`src/rtl/oric_ram_arbiter_if.sv`:
```
// Bus bundle between the Oric RAM arbiter and its requesters / RAM array.
// The arbiter takes the slave side; CPU, tape loader and RAM model sit on master.
interface oric_ram_arbiter_if #(
    parameter int AW = 16
);
    logic          clr_start;
    logic          clr_busy;

    logic          cpu_cs;
    logic          cpu_we;
    logic [AW-1:0] cpu_addr;
    logic [7:0]    cpu_din;
    logic          cpu_wait;
    logic          cpu_rvalid;
    logic [7:0]    cpu_dout;

    logic          tape_wr;
    logic [AW-1:0] tape_addr;
    logic [7:0]    tape_din;
    logic          tape_wait;
    logic          tape_ovf;
    logic [AW:0]   tape_count;

    logic [AW-1:0] mem_addr;
    logic          mem_we;
    logic [7:0]    mem_din;
    logic [7:0]    mem_q;

    modport slave (
        input  clr_start, cpu_cs, cpu_we, cpu_addr, cpu_din,
        input  tape_wr, tape_addr, tape_din, mem_q,
        output clr_busy, cpu_wait, cpu_rvalid, cpu_dout,
        output tape_wait, tape_ovf, tape_count,
        output mem_addr, mem_we, mem_din
    );

    modport master (
        output clr_start, cpu_cs, cpu_we, cpu_addr, cpu_din,
        output tape_wr, tape_addr, tape_din, mem_q,
        input  clr_busy, cpu_wait, cpu_rvalid, cpu_dout,
        input  tape_wait, tape_ovf, tape_count,
        input  mem_addr, mem_we, mem_din
    );
endinterface

```
`src/rtl/oric_ram_arbiter.sv`:
```
// Single-port Oric main-RAM arbiter: clear engine, CPU/ULA bus and a one-entry
// tape write buffer with starvation protection share one synchronous RAM port.
module oric_ram_arbiter #(
    parameter int         AW           = 16,
    parameter logic [7:0] CLR_VAL      = 8'hFF,
    parameter bit         CLR_ON_RESET = 1'b1,
    parameter int         STARVE       = 4
) (
    input logic               clk,
    input logic               reset_n,
    oric_ram_arbiter_if.slave bus
);
    localparam int SW = $clog2(STARVE + 2);
    localparam logic [SW-1:0] STARVE_MAX = SW'(STARVE);
    localparam logic [SW-1:0] STARVE_ONE = 1;
    localparam logic [AW-1:0] PTR_LAST   = '1;
    localparam logic [AW-1:0] PTR_ONE    = 1;
    localparam logic [AW:0]   CNT_MAX    = {1'b1, {AW{1'b0}}};
    localparam logic [AW:0]   CNT_ONE    = 1;

    typedef enum logic {ST_CLEAR, ST_ARB} state_e;

    state_e        state_q, state_d;
    logic [AW-1:0] clr_ptr_q, clr_ptr_d;
    logic          buf_vld_q, buf_vld_d;
    logic [AW-1:0] buf_addr_q, buf_addr_d;
    logic [7:0]    buf_data_q, buf_data_d;
    logic [SW-1:0] starve_q, starve_d;
    logic          tape_ovf_q, tape_ovf_d;
    logic [AW:0]   tape_count_q, tape_count_d;
    logic [1:0]    rd_pipe_q, rd_pipe_d;
    logic [7:0]    cpu_dout_q, cpu_dout_d;
    logic [AW-1:0] mem_addr_q, mem_addr_d;

    logic          force_tape;
    logic          cpu_grant;
    logic          tape_grant;

    always_ff @(posedge clk or negedge reset_n) begin
        if (!reset_n) begin
            state_q      <= CLR_ON_RESET ? ST_CLEAR : ST_ARB;
            clr_ptr_q    <= '0;
            buf_vld_q    <= 1'b0;
            buf_addr_q   <= '0;
            buf_data_q   <= '0;
            starve_q     <= '0;
            tape_ovf_q   <= 1'b0;
            tape_count_q <= '0;
            rd_pipe_q    <= '0;
            cpu_dout_q   <= '0;
            mem_addr_q   <= '0;
        end else begin
            state_q      <= state_d;
            clr_ptr_q    <= clr_ptr_d;
            buf_vld_q    <= buf_vld_d;
            buf_addr_q   <= buf_addr_d;
            buf_data_q   <= buf_data_d;
            starve_q     <= starve_d;
            tape_ovf_q   <= tape_ovf_d;
            tape_count_q <= tape_count_d;
            rd_pipe_q    <= rd_pipe_d;
            cpu_dout_q   <= cpu_dout_d;
            mem_addr_q   <= mem_addr_d;
        end
    end

    // clr_start restarts the walk from 0 even mid-clear.
    always_comb begin
        state_d   = state_q;
        clr_ptr_d = clr_ptr_q;
        if (bus.clr_start) begin
            state_d   = ST_CLEAR;
            clr_ptr_d = '0;
        end else if (state_q == ST_CLEAR) begin
            if (clr_ptr_q == PTR_LAST) begin
                state_d   = ST_ARB;
                clr_ptr_d = '0;
            end else begin
                clr_ptr_d = clr_ptr_q + PTR_ONE;
            end
        end
    end

    always_comb begin
        force_tape  = 1'b0;
        cpu_grant   = 1'b0;
        tape_grant  = 1'b0;
        mem_addr_d  = mem_addr_q;
        bus.mem_we  = 1'b0;
        bus.mem_din = '0;
        if (state_q == ST_CLEAR) begin
            mem_addr_d  = clr_ptr_q;
            bus.mem_we  = 1'b1;
            bus.mem_din = CLR_VAL;
        end else begin
            force_tape = buf_vld_q && (starve_q == STARVE_MAX);
            if (force_tape)      tape_grant = 1'b1;
            else if (bus.cpu_cs) cpu_grant  = 1'b1;
            else if (buf_vld_q)  tape_grant = 1'b1;

            if (tape_grant) begin
                mem_addr_d  = buf_addr_q;
                bus.mem_we  = 1'b1;
                bus.mem_din = buf_data_q;
            end else if (cpu_grant) begin
                mem_addr_d  = bus.cpu_addr;
                bus.mem_we  = bus.cpu_we;
                bus.mem_din = bus.cpu_din;
            end
        end
        bus.mem_addr = mem_addr_d;
    end

    // A commit frees the buffer on the same edge, so a concurrent tape_wr still loads.
    always_comb begin
        buf_vld_d    = buf_vld_q & ~tape_grant;
        buf_addr_d   = buf_addr_q;
        buf_data_d   = buf_data_q;
        tape_ovf_d   = tape_ovf_q;
        tape_count_d = tape_count_q;
        starve_d     = starve_q;
        if (bus.tape_wr) begin
            if (!buf_vld_q || tape_grant) begin
                buf_vld_d  = 1'b1;
                buf_addr_d = bus.tape_addr;
                buf_data_d = bus.tape_din;
            end else begin
                tape_ovf_d = 1'b1;
            end
        end
        if (tape_grant)
            starve_d = '0;
        else if (buf_vld_q && cpu_grant && starve_q != STARVE_MAX)
            starve_d = starve_q + STARVE_ONE;
        if (tape_grant && tape_count_q != CNT_MAX)
            tape_count_d = tape_count_q + CNT_ONE;
        if (bus.clr_start) begin
            tape_ovf_d   = 1'b0;
            tape_count_d = '0;
        end
        rd_pipe_d  = {rd_pipe_q[0], cpu_grant & ~bus.cpu_we};
        cpu_dout_d = rd_pipe_q[0] ? bus.mem_q : cpu_dout_q;
    end

    assign bus.clr_busy   = (state_q == ST_CLEAR);
    assign bus.cpu_wait   = bus.cpu_cs & ~cpu_grant;
    assign bus.cpu_rvalid = rd_pipe_q[1];
    assign bus.cpu_dout   = cpu_dout_q;
    assign bus.tape_wait  = buf_vld_q;
    assign bus.tape_ovf   = tape_ovf_q;
    assign bus.tape_count = tape_count_q;
endmodule

```
`src/flat_wrapper.sv`:
```
// flat-port wrapper written by rule: the top's interface ports become plain ports
module oric_ram_arbiter_flat 
#(
    parameter int         AW           = 16,
    parameter logic [7:0] CLR_VAL      = 8'hFF,
    parameter bit         CLR_ON_RESET = 1'b1,
    parameter int         STARVE       = 4
)
  (clk, reset_n, bus_clr_start, bus_cpu_cs, bus_cpu_we, bus_cpu_addr, bus_cpu_din, bus_tape_wr, bus_tape_addr, bus_tape_din, bus_mem_q, bus_clr_busy, bus_cpu_wait, bus_cpu_rvalid, bus_cpu_dout, bus_tape_wait, bus_tape_ovf, bus_tape_count, bus_mem_addr, bus_mem_we, bus_mem_din);
  oric_ram_arbiter_if #(.AW(AW)) bus_i ();
  input logic clk;
  input logic reset_n;
  input wire logic [$bits(bus_i.clr_start)-1:0] bus_clr_start;
  input wire logic [$bits(bus_i.cpu_cs)-1:0] bus_cpu_cs;
  input wire logic [$bits(bus_i.cpu_we)-1:0] bus_cpu_we;
  input wire logic [$bits(bus_i.cpu_addr)-1:0] bus_cpu_addr;
  input wire logic [$bits(bus_i.cpu_din)-1:0] bus_cpu_din;
  input wire logic [$bits(bus_i.tape_wr)-1:0] bus_tape_wr;
  input wire logic [$bits(bus_i.tape_addr)-1:0] bus_tape_addr;
  input wire logic [$bits(bus_i.tape_din)-1:0] bus_tape_din;
  input wire logic [$bits(bus_i.mem_q)-1:0] bus_mem_q;
  output wire logic [$bits(bus_i.clr_busy)-1:0] bus_clr_busy;
  output wire logic [$bits(bus_i.cpu_wait)-1:0] bus_cpu_wait;
  output wire logic [$bits(bus_i.cpu_rvalid)-1:0] bus_cpu_rvalid;
  output wire logic [$bits(bus_i.cpu_dout)-1:0] bus_cpu_dout;
  output wire logic [$bits(bus_i.tape_wait)-1:0] bus_tape_wait;
  output wire logic [$bits(bus_i.tape_ovf)-1:0] bus_tape_ovf;
  output wire logic [$bits(bus_i.tape_count)-1:0] bus_tape_count;
  output wire logic [$bits(bus_i.mem_addr)-1:0] bus_mem_addr;
  output wire logic [$bits(bus_i.mem_we)-1:0] bus_mem_we;
  output wire logic [$bits(bus_i.mem_din)-1:0] bus_mem_din;
  assign bus_i.clr_start = bus_clr_start;
  assign bus_i.cpu_cs = bus_cpu_cs;
  assign bus_i.cpu_we = bus_cpu_we;
  assign bus_i.cpu_addr = bus_cpu_addr;
  assign bus_i.cpu_din = bus_cpu_din;
  assign bus_i.tape_wr = bus_tape_wr;
  assign bus_i.tape_addr = bus_tape_addr;
  assign bus_i.tape_din = bus_tape_din;
  assign bus_i.mem_q = bus_mem_q;
  assign bus_clr_busy = bus_i.clr_busy;
  assign bus_cpu_wait = bus_i.cpu_wait;
  assign bus_cpu_rvalid = bus_i.cpu_rvalid;
  assign bus_cpu_dout = bus_i.cpu_dout;
  assign bus_tape_wait = bus_i.tape_wait;
  assign bus_tape_ovf = bus_i.tape_ovf;
  assign bus_tape_count = bus_i.tape_count;
  assign bus_mem_addr = bus_i.mem_addr;
  assign bus_mem_we = bus_i.mem_we;
  assign bus_mem_din = bus_i.mem_din;
  oric_ram_arbiter #(.AW(AW), .CLR_VAL(CLR_VAL), .CLR_ON_RESET(CLR_ON_RESET), .STARVE(STARVE)) u_core (.clk(clk), .reset_n(reset_n), .bus(bus_i));
endmodule
```
`config.mk`:
```
export PLATFORM = sky130hd
export DESIGN_NAME = oric_ram_arbiter_flat
export DESIGN_NICKNAME = d
export VERILOG_FILES = /design/src/rtl/oric_ram_arbiter_if.sv /design/src/rtl/oric_ram_arbiter.sv /design/src/flat_wrapper.sv
export SDC_FILE = /design/constraint.sdc
export NUM_CORES = 1
export LEC_CHECK = 0
export BUFFER_PORTS_ARGS = -buffer_cell sky130_fd_sc_hd__buf_4
export CORE_UTILIZATION = 52
export DETAILED_ROUTE_END_ITERATION = 10
export GPL_TIMING_DRIVEN = 0
export HOLD_SLACK_MARGIN = 0.1
export PLACE_DENSITY = 0.8
export SYNTH_ARGS = -nofsm -noshare
export SYNTH_HDL_FRONTEND = slang
export SYNTH_SLANG_ARGS = --single-unit
```
`constraint.sdc`:
```
create_clock -name clk -period 2.75 [get_ports clk]
set_input_delay 0.55 -clock clk [delete_from_list [all_inputs] [get_ports clk]]
set_output_delay 0.55 -clock clk [all_outputs]
set_load 0.05 [all_outputs]
```
==> impl_metrics.tcl, run 1 <==
set metrics [dict create \
    outcome "finished with violations" \
    violations "setup timing" \
    clock_skew_ns 0.0106 \
    synthArstFlopShare_pct 100 \
    synth_warnings 0 \
    tns_ns -0.00188 \
    grt_max_degree 90 \
    die_w_um 91.8 \
    finalPower_mw 2.66 \
    firstDrtPassIters 5 \
    avgSynthCellArea_um2 10.9 \
    grt_pass1_vias 3617 \
    io_buffers 116 \
    ir_worst_vdd_mv 0.239 \
    wl_per_cell_um 18.0 \
    cts_tree "yes" \
    fmax_mhz 363 \
    layout_commonest_cell "buf_4" \
    cts_root_buf "clkbuf_8" \
    overflow 0 \
    critical-path-max-stage-delay_ns 0.37 \
    drtIter0Drc 171 \
    antenna_found_initial 0 \
    synth.ff_latch_count 89 \
    ys.flop_type "dfrtp_1" \
    place.gp.congestion 0.887 \
    post-route-util_pct 73.3 \
    min_path_type "primary input to flip-flop" \
    clock-sinks 89 \
    cp_slowest_cell "dfrtp_1" \
    cp_cell_sequence "inv_2, ha_4, a21boi_4, nor2b_1, buf_4, nand2b_4, buf_8, a21oi_1, a221o_1, buf_6" \
    drt_wl_total_um 11400 \
    hold_depth 2 \
    synth_seq_area_share_pct 53.1 \
    start_util_pct 54.0 \
    fp-row-count 32 \
    syn-instance-count 384 \
    cp_max_fo 5 \
    cp.arrival_ns 2.20 \
    synth_cell_types 41 \
    post-route-period-util_pct 100 \
    grt_pass1_wl_um 18000 \
    critPathRequiredTime_ns 2.20 \
    crit_type "flip-flop to output pin" \
    die_h_um 91.8 \
    final.fill_count 569 \
    diodes 0 \
    postCtsHoldBufs 0 \
    synth_area_um2 4200 \
    clock_latency_ns 0.36 \
    p_per_area_nw_per_um2 467 \
    slew_viol_final 0 \
    critPathCaptureType "output pin" \
    ioPinCount 117 \
    drt.antenna.violating_nets 0 \
    vias 3607 \
    path_clk_slew_ns 0.08 \
    avgViaCountPerCell 5.72 \
    finalSetupViolations 1 \
    die_area_um2 8430 \
    cts.htree.levels 3 \
    min_period_ns 2.75 \
    dp_hpwl_um 7530 \
    drive_gt1_share_pct 40.3 \
    drc_errors 0 \
    synth_edf_count 0 \
    grt_usage_pct 27.6 \
    syn_nets 451 \
    fp.coreArea_um2 7770 \
    slew_headroom_pct 26.7 \
    fin_ws_ns -0.00188 \
    p_leak_nw 2.66 \
    startpoint_type "flip-flop" \
    areaGrowthSynthToFinish_pct 35.7 \
    cts_buffers 9 \
    rsz0062_at_grt "true" \
    worst_pin_slew_ns 1.10 \
    drv_cap 0 \
    r2r_cells 9 \
    nets 592 \
    hold_viol 0 \
    final_cell_mix "buf_4, dfrtp_1, nand2_1" \
    clockBufferDepth 2 \
]
==> logic make-up after synthesis <==
family	synth area share (%)
AO/OA/AOI/OAI	11.2
XOR/XNOR	5.01
adder cells (fa/ha/maj)	1.49
buffers and inverters	3.01
flip-flops	53.1
multiplexers	9.54
AND/OR/NAND/NOR	16.7
==> routing by layer <==
metal / vias to the layer above / wire length, µm / part of all wire, % / GRT usage (%)
li1: 1659 / - / - / -
met1: 1775 / 4700 / 41 / 36.4
met2: 145 / 5780 / 51 / 46.3
met3: 28 / 579 / 5.1 / 3.81
met4: 0 / 301 / 2.7 / 11.1
met5: - / 0 / 0 / 0
==> synthesized netlist by cell type, drive strengths merged, types with 4 or more instances <==
library cell  number  area share (%)
dfrtp             89              53
nand2             47             4.2
nor2              34             3.0
mux2              32             8.6
a221o             21             5.0
a21oi             18             2.6
nand3             17             2.0
xor2              15             3.1
clkbuf            11            0.98
o21ai             10             1.2
buf                9             1.4
xnor2              9             1.9
nand4              8             1.3
and3               7             1.0
inv                7            0.63
nor3               7             1.2
ha                 5             1.5
a31oi              4            0.60
mux2i              4            0.95
nand2b             4            0.60
nor4               4            0.75
==> flip-flops by register name (all words and copies together), names as in the netlist <==
register               flops
u_core.buf_addr_q         16
u_core.buf_data_q          8
u_core.bus.cpu_dout        8
u_core.bus.tape_count     17
u_core.bus.tape_ovf        1
u_core.bus.tape_wait       1
u_core.clr_ptr_q          16
u_core.mem_addr_q         16
u_core.rd_pipe_q           2
u_core.starve_q            3
u_core.state_q             1
==> power breakdown <==
| group | total [mW] | leakage, nW | internal, mW | switching [mW] |
|---|---|---|---|---|
| combinational | 0.353 | 1.40 | 0.172 | 0.181 |
| sequential | 1.44 | 1.18 | 1.39 | 0.0502 |
| clock | 0.871 | 0.0864 | 0.416 | 0.455 |
| total | 2.66 | 2.66 | 1.98 | 0.686 |
==> worst max-delay path, delay by kind of cell, from the launching register on <==
| family | cells | cell delay (ns) |
|---|---|---|
| buf+inv | 4 | 0.50 |
| flops | 1 | 0.37 |
| simple gates | 2 | 0.21 |
| compound gates | 3 | 0.58 |
| fa+ha+maj | 1 | 0.17 |
==> layout make-up <==
cell class	instances	area (µm²)	area share (%)
buffer	19	121	2.13
clock buffer	12	135	2.37
clock inverter	3	42.5	0.747
inverter	7	26.3	0.461
multi-input combinational	268	1970	34.6
sequential	89	2230	39.1
tap	102	128	2.24
timing repair buffer	131	1050	18.4
==> final timing paths <==
path                                     start  slack, ns                    to
hold / removal                      bus_cpu_we       0.35   u_core.rd_pipe_q[0]
min in group asynchronous              reset_n       0.40  u_core.mem_addr_q[6]
hold reg to reg            u_core.rd_pipe_q[0]       0.37   u_core.rd_pipe_q[1]
setup / recovery            u_core.starve_q[0]     -0.002      bus_mem_addr[15]
max in group asynchronous              reset_n       1.65  u_core.mem_addr_q[3]
setup reg to reg            u_core.starve_q[1]       0.53  u_core.buf_addr_q[4]
==> what timing repair did <==
item                       CTS  global route
pin swaps                    1             4
gates cloned                 0             2
gates resized for setup     25            30
setup buffers                6             7
setup endpoints to repair   26            14
==> per-stage QoR <==
stage,cells,hold WS (ns),area (µm²),setup slack (ns)
2_1_floorplan,384,0.254,4200,-0.162
3_3_place_gp,602,0.358,5190,-0.148
3_5_place_dp,602,0.357,5190,-0.183
4_1_cts,623,0.346,5500,0.00482
5_1_grt,631,0.354,5690,-0.0403
6_report,631,0.350,5690,-0.00188
Note: power is estimated with default switching activity, not from simulation.
==> run 2, diff against run 1 <==
--- a/config.mk
+++ b/config.mk
@@ -6,11 +6,12 @@
 export NUM_CORES = 1
 export LEC_CHECK = 0
 export BUFFER_PORTS_ARGS = -buffer_cell sky130_fd_sc_hd__buf_4
-export CORE_UTILIZATION = 52
+export CORE_UTILIZATION = 54
+export CTS_BUF_LIST = sky130_fd_sc_hd__clkbuf_8
 export DETAILED_ROUTE_END_ITERATION = 10
 export GPL_TIMING_DRIVEN = 0
 export HOLD_SLACK_MARGIN = 0.1
-export PLACE_DENSITY = 0.8
+export PLACE_DENSITY = 0.82
 export SYNTH_ARGS = -nofsm -noshare
 export SYNTH_HDL_FRONTEND = slang
 export SYNTH_SLANG_ARGS = --single-unit
==> impl_metrics.tcl, run 2 (synthesis gave the netlist of run 1 again) <==
set metrics [dict create \
    dp_hpwl_um 7470 \
    start_util_pct 56.9 \
    avgViaCountPerCell 5.80 \
    min_period_ns 2.75 \
    grt_max_degree 90 \
    worst_pin_slew_ns 1.12 \
    cts_root_buf "clkbuf_8" \
    critPathCaptureType "output pin" \
    drt_wl_total_um 11500 \
    vias 3635 \
    clockBufferDepth 2 \
    post-route-util_pct 76.5 \
    cp_max_fo 10 \
    startpoint_type "flip-flop" \
    critical-path-max-stage-delay_ns 0.41 \
    clock_skew_ns 0.0174 \
    ir_worst_vdd_mv 0.282 \
    grt_usage_pct 28.2 \
    stdcell_count 627 \
    nets 590 \
    grt_pass1_wl_um 17900 \
    firstDrtPassIters 5 \
    tns_ns -0.00385 \
    fmax_mhz 363 \
    antenna_found_initial 0 \
    diodes 0 \
    areaGrowthSynthToFinish_pct 34.3 \
    outcome "finished with violations" \
    clock-sinks 89 \
    slew_viol_final 0 \
    min_path_type "primary input to flip-flop" \
    final_cell_mix "buf_4, dfrtp_1, nand2_1" \
    cp_slowest_cell "dfrtp_1" \
    die_w_um 90.2 \
    cts_buffers 9 \
    violations "setup timing" \
    overflow 0 \
    place_area_um2 5190 \
    grt_pass1_vias 3557 \
    io_buffers 116 \
    rsz0062_at_grt "true" \
    layout_commonest_cell "buf_4" \
    postCtsHoldBufs 0 \
    largest_reg_flops 17 \
    fin_ws_ns -0.00385 \
    drive_gt1_share_pct 39.4 \
    drv_cap 0 \
    die_area_um2 8130 \
    fp.coreArea_um2 7370 \
    place_ws_ns -0.136 \
    clock_latency_ns 0.37 \
    place_inst 599 \
    wl_per_cell_um 18.3 \
    path_clk_slew_ns 0.08 \
    drt.antenna.violating_nets 0 \
    drc_errors 0 \
    p_per_area_nw_per_um2 472 \
    die_h_um 90.2 \
    hold_viol 0 \
    drtIter0Drc 207 \
    critPathRequiredTime_ns 2.20 \
    cts_tree "yes" \
    ioPinCount 117 \
    post-route-period-util_pct 100 \
    slew_headroom_pct 25.2 \
    p_leak_nw 2.66 \
    design_area_um2 5640 \
    finalSetupViolations 1 \
    cts.htree.levels 3 \
    cp_cell_sequence "inv_2, ha_4, nand3_1, and2_4, clkbuf_8, nand2_1, a21oi_1, a221o_1, buf_4" \
    place.gp.congestion 0.840 \
    cp.arrival_ns 2.20 \
    fp-row-count 31 \
    crit_type "flip-flop to output pin" \
]
## run 2: critical path: cells and delay by family (launching register included)
family,cells,cell delay [ns]
buffers and inverters,3,0.45
and+or+nand+nor,3,0.44
DFF,1,0.41
AOI/OAI and AO/OA,2,0.37
adders and majority gates,1,0.15
## run 2: final cells by class
| cell class | count | area (µm²) |
|---|---|---|
| Buffer | 20 | 139 |
| Clock buffer | 9 | 124 |
| Clock inverter | 7 | 63.8 |
| Fill cell | 493 | 1730 |
| Inverter | 7 | 26.3 |
| Multi-Input combinational cell | 268 | 1920 |
| Sequential cell | 89 | 2230 |
| Tap cell | 99 | 124 |
| Timing Repair Buffer | 128 | 1010 |
## run 2: per-layer routing
metal  track usage [%]  part of all wire [%]  vias to the layer above
li1                  -                     -                     1652
met1              36.6                    40                     1801
met2              47.4                    52                      155
met3              4.23                   5.2                       27
met4              11.7                   2.7                        0
met5                 0                     0                        -
## run 2: timing repair
item | CTS | global route
setup endpoints to repair | 26 | 15
gates resized for setup | 25 | 19
buffers inserted | 5 | 5
pin swaps | 1 | 3
gates cloned | 1 | 1
## run 2: power breakdown
part	internal (mW)	switching, mW	leakage [nW]
Clock	0.412	0.462	0.102
Combinational	0.169	0.177	1.38
Sequential	1.39	0.0514	1.18
## run 2: worst paths after layout
kind | start | end | slack, ns | cells past startpoint
setup / recovery | u_core.starve_q[1] | bus_mem_addr[3] | -0.004 | 9
hold / removal | bus_cpu_we | u_core.rd_pipe_q[0] | 0.36 | 2
setup reg to reg | u_core.starve_q[1] | u_core.buf_addr_q[6] | 0.47 | 10
hold reg to reg | u_core.rd_pipe_q[0] | u_core.rd_pipe_q[1] | 0.43 | 0
max in group asynchronous | reset_n | u_core.mem_addr_q[14] | 1.63 | 1
min in group asynchronous | reset_n | u_core.buf_addr_q[5] | 0.38 | 1
## run 2: per-stage QoR
step / power [mW] / hold slack, ns
detailed placement: 1.77 / 0.358
global route: 2.76 / 0.350
floorplan: 1.61 / 0.254
finish: 2.66 / 0.357
global placement: 1.76 / 0.362
CTS: 2.64 / 0.344
==> run 3, diff against run 2 <==
--- a/config.mk
+++ b/config.mk
@@ -12,6 +12,7 @@
 export GPL_TIMING_DRIVEN = 0
 export HOLD_SLACK_MARGIN = 0.1
 export PLACE_DENSITY = 0.82
+export RECOVER_POWER = 50
 export SYNTH_ARGS = -nofsm -noshare
 export SYNTH_HDL_FRONTEND = slang
 export SYNTH_SLANG_ARGS = --single-unit
==> impl_metrics.tcl, run 3 (synthesis gave the netlist of run 1 again) <==
set metrics [dict create \
    design_area_um2 5600 \
    drive_gt1_share_pct 37.5 \
    postCtsHoldBufs 0 \
    fin_ws_ns -0.00535 \
    startpoint_type "flip-flop" \
    cts.htree.levels 3 \
    start_util_pct 56.9 \
    worst-path-buf-inv 3 \
    place.gp.congestion 0.840 \
    path_depth 9 \
    cts_buffers 9 \
    finalSetupViolations 1 \
    cp_slowest_cell "dfrtp_1" \
    diodes 0 \
    tns_ns -0.00535 \
    ioPinCount 117 \
    multi_input_area_um2 1920 \
    finalPower_mw 2.66 \
    worst_pin_slew_ns 2.18 \
    place_area_um2 5190 \
    die_w_um 90.2 \
    cp-startpoint "u_core.starve_q[1]" \
    largest_reg_flops 17 \
    outcome "finished with violations" \
    clock_latency_ns 0.37 \
    grt_pass1_wl_um 17900 \
    fmax_mhz 363 \
    cpLargestDelayFamily "buffers and inverters" \
    rsz0062_at_grt "true" \
    place_inst 599 \
    drt.antenna.violating_nets 0 \
    drc_errors 0 \
    areaGrowthSynthToFinish_pct 33.4 \
    cp_cell_sequence "inv_2, ha_4, nand3_1, and2_4, clkbuf_8, nand2_1, a21oi_1, a221o_1, buf_4" \
    violations "capacitance limit, slew limit, setup timing" \
    post-route-period-util_pct 100 \
    critPathRequiredTime_ns 2.20 \
    cts_root_buf "clkbuf_8" \
    avgViaCountPerCell 5.79 \
    drtIter0Drc 200 \
    firstDrtPassIters 5 \
    nets 590 \
    drt_wl_total_um 11500 \
    final_cell_mix "buf_4, dfrtp_1, nand2_1" \
    cp.arrival_ns 2.21 \
    hold_viol 0 \
    r2r_start "u_core.starve_q[1]" \
    slew_viol_final 90 \
    cts_tree "yes" \
    p_per_area_nw_per_um2 474 \
    slew_headroom_pct -45.3 \
    drv_cap 1 \
    r2r_cells 10 \
    crit_path_end "bus_mem_addr[3]" \
    clock_skew_ns 0.0168 \
    crit_type "flip-flop to output pin" \
    p_leak_nw 2.62 \
    grt_usage_pct 28.2 \
    antenna_found_initial 0 \
    stdcell_count 627 \
    ir_worst_vdd_mv 0.282 \
    min_period_ns 2.76 \
    io_buffers 116 \
    layout_commonest_cell "buf_4" \
    critical-path-max-stage-delay_ns 0.41 \
    path_clk_slew_ns 0.08 \
    vias 3632 \
    fp.coreArea_um2 7370 \
    final.fill_count 505 \
    die_h_um 90.2 \
    overflow 0 \
    reg2reg_to "u_core.buf_addr_q[6]" \
    min_path_type "primary input to flip-flop" \
    critPathCaptureType "output pin" \
    wl_per_cell_um 18.3 \
    dp_hpwl_um 7470 \
    grt_max_degree 90 \
    r2r_slack_ns 0.31 \
    grt_pass1_vias 3557 \
    clock-sinks 89 \
    regArea_um2 2230 \
    clockBufferDepth 2 \
    fp-row-count 31 \
    cp_max_fo 10 \
    die_area_um2 8130 \
]
run 3: cell count changes in the layout (fill, tap and decap cells not counted), sizes merged:
cell / before / now
buf: 138 / 127
clkbuf: 19 / 30
run 3: routing by layer:
layer,share of wire (%),global-route usage [%],routed length (µm),up-vias
li1,-,-,-,1647
met1,40,36.6,4600,1812
met2,52,47.4,6010,147
met3,5.1,4.23,590,26
met4,2.6,11.7,296,0
met5,0,0,0,-
run 3: area by class of cell:
type / count / area share, %
Buffer: 20 / 2.48
Clock buffer: 9 / 2.21
Clock inverter: 7 / 1.14
Inverter: 7 / 0.469
Multi-Input combinational cell: 268 / 34.4
Sequential cell: 89 / 39.8
Tap cell: 99 / 2.21
Timing Repair Buffer: 128 / 17.3
run 3: worst min path at each step:
stage	startpoint	to	slack, ns	depth (start not counted)
CTS	bus_cpu_we	u_core.rd_pipe_q[0]	0.34	2
detailed placement	u_core.rd_pipe_q[0]	u_core.rd_pipe_q[1]	0.36	0
floorplan	reset_n	u_core.buf_addr_q[0]	0.25	0
global placement	u_core.rd_pipe_q[0]	u_core.rd_pipe_q[1]	0.36	0
global route	bus_cpu_we	u_core.rd_pipe_q[0]	0.35	2
finish	bus_cpu_we	u_core.rd_pipe_q[0]	0.36	2
run 3: per-stage QoR:
stage | util (%) | worst slack [ns] | hold WS, ns
2_1_floorplan | - | -0.162 | 0.254
3_3_place_gp | 70.4 | -0.0115 | 0.362
3_5_place_dp | 70.4 | -0.136 | 0.358
4_1_cts | 74.7 | -0.000722 | 0.344
5_1_grt | 76.0 | -0.0793 | 0.350
6_report | 76.0 | -0.00535 | 0.355
run 3: power breakdown:
group	leakage [nW]	internal, mW	switching [mW]
Clock	0.102	0.412	0.465
Sequential	1.18	1.39	0.0517
Combinational	1.34	0.161	0.177
run 3: what timing repair did:
| action | 4_1_cts | 5_1_grt |
|---|---|---|
| pin swaps | 1 | 3 |
| gates cloned | 1 | 1 |
| resized for setup | 25 | 19 |
| endpoints found under the setup margin | 26 | 15 |
| setup buffers | 5 | 5 |
run 3: worst register-to-register path, stage by stage, from the launching register on:
cell and delay, ns:
dfrtp_1 0.39, inv_2 0.06, ha_4 0.17, a21boi_4 0.13, buf_4 0.12, buf_4 0.12
clkbuf_1 0.27, o21ai_0 0.18, nand2_1 0.24, buf_4 0.27, mux2_2 0.38
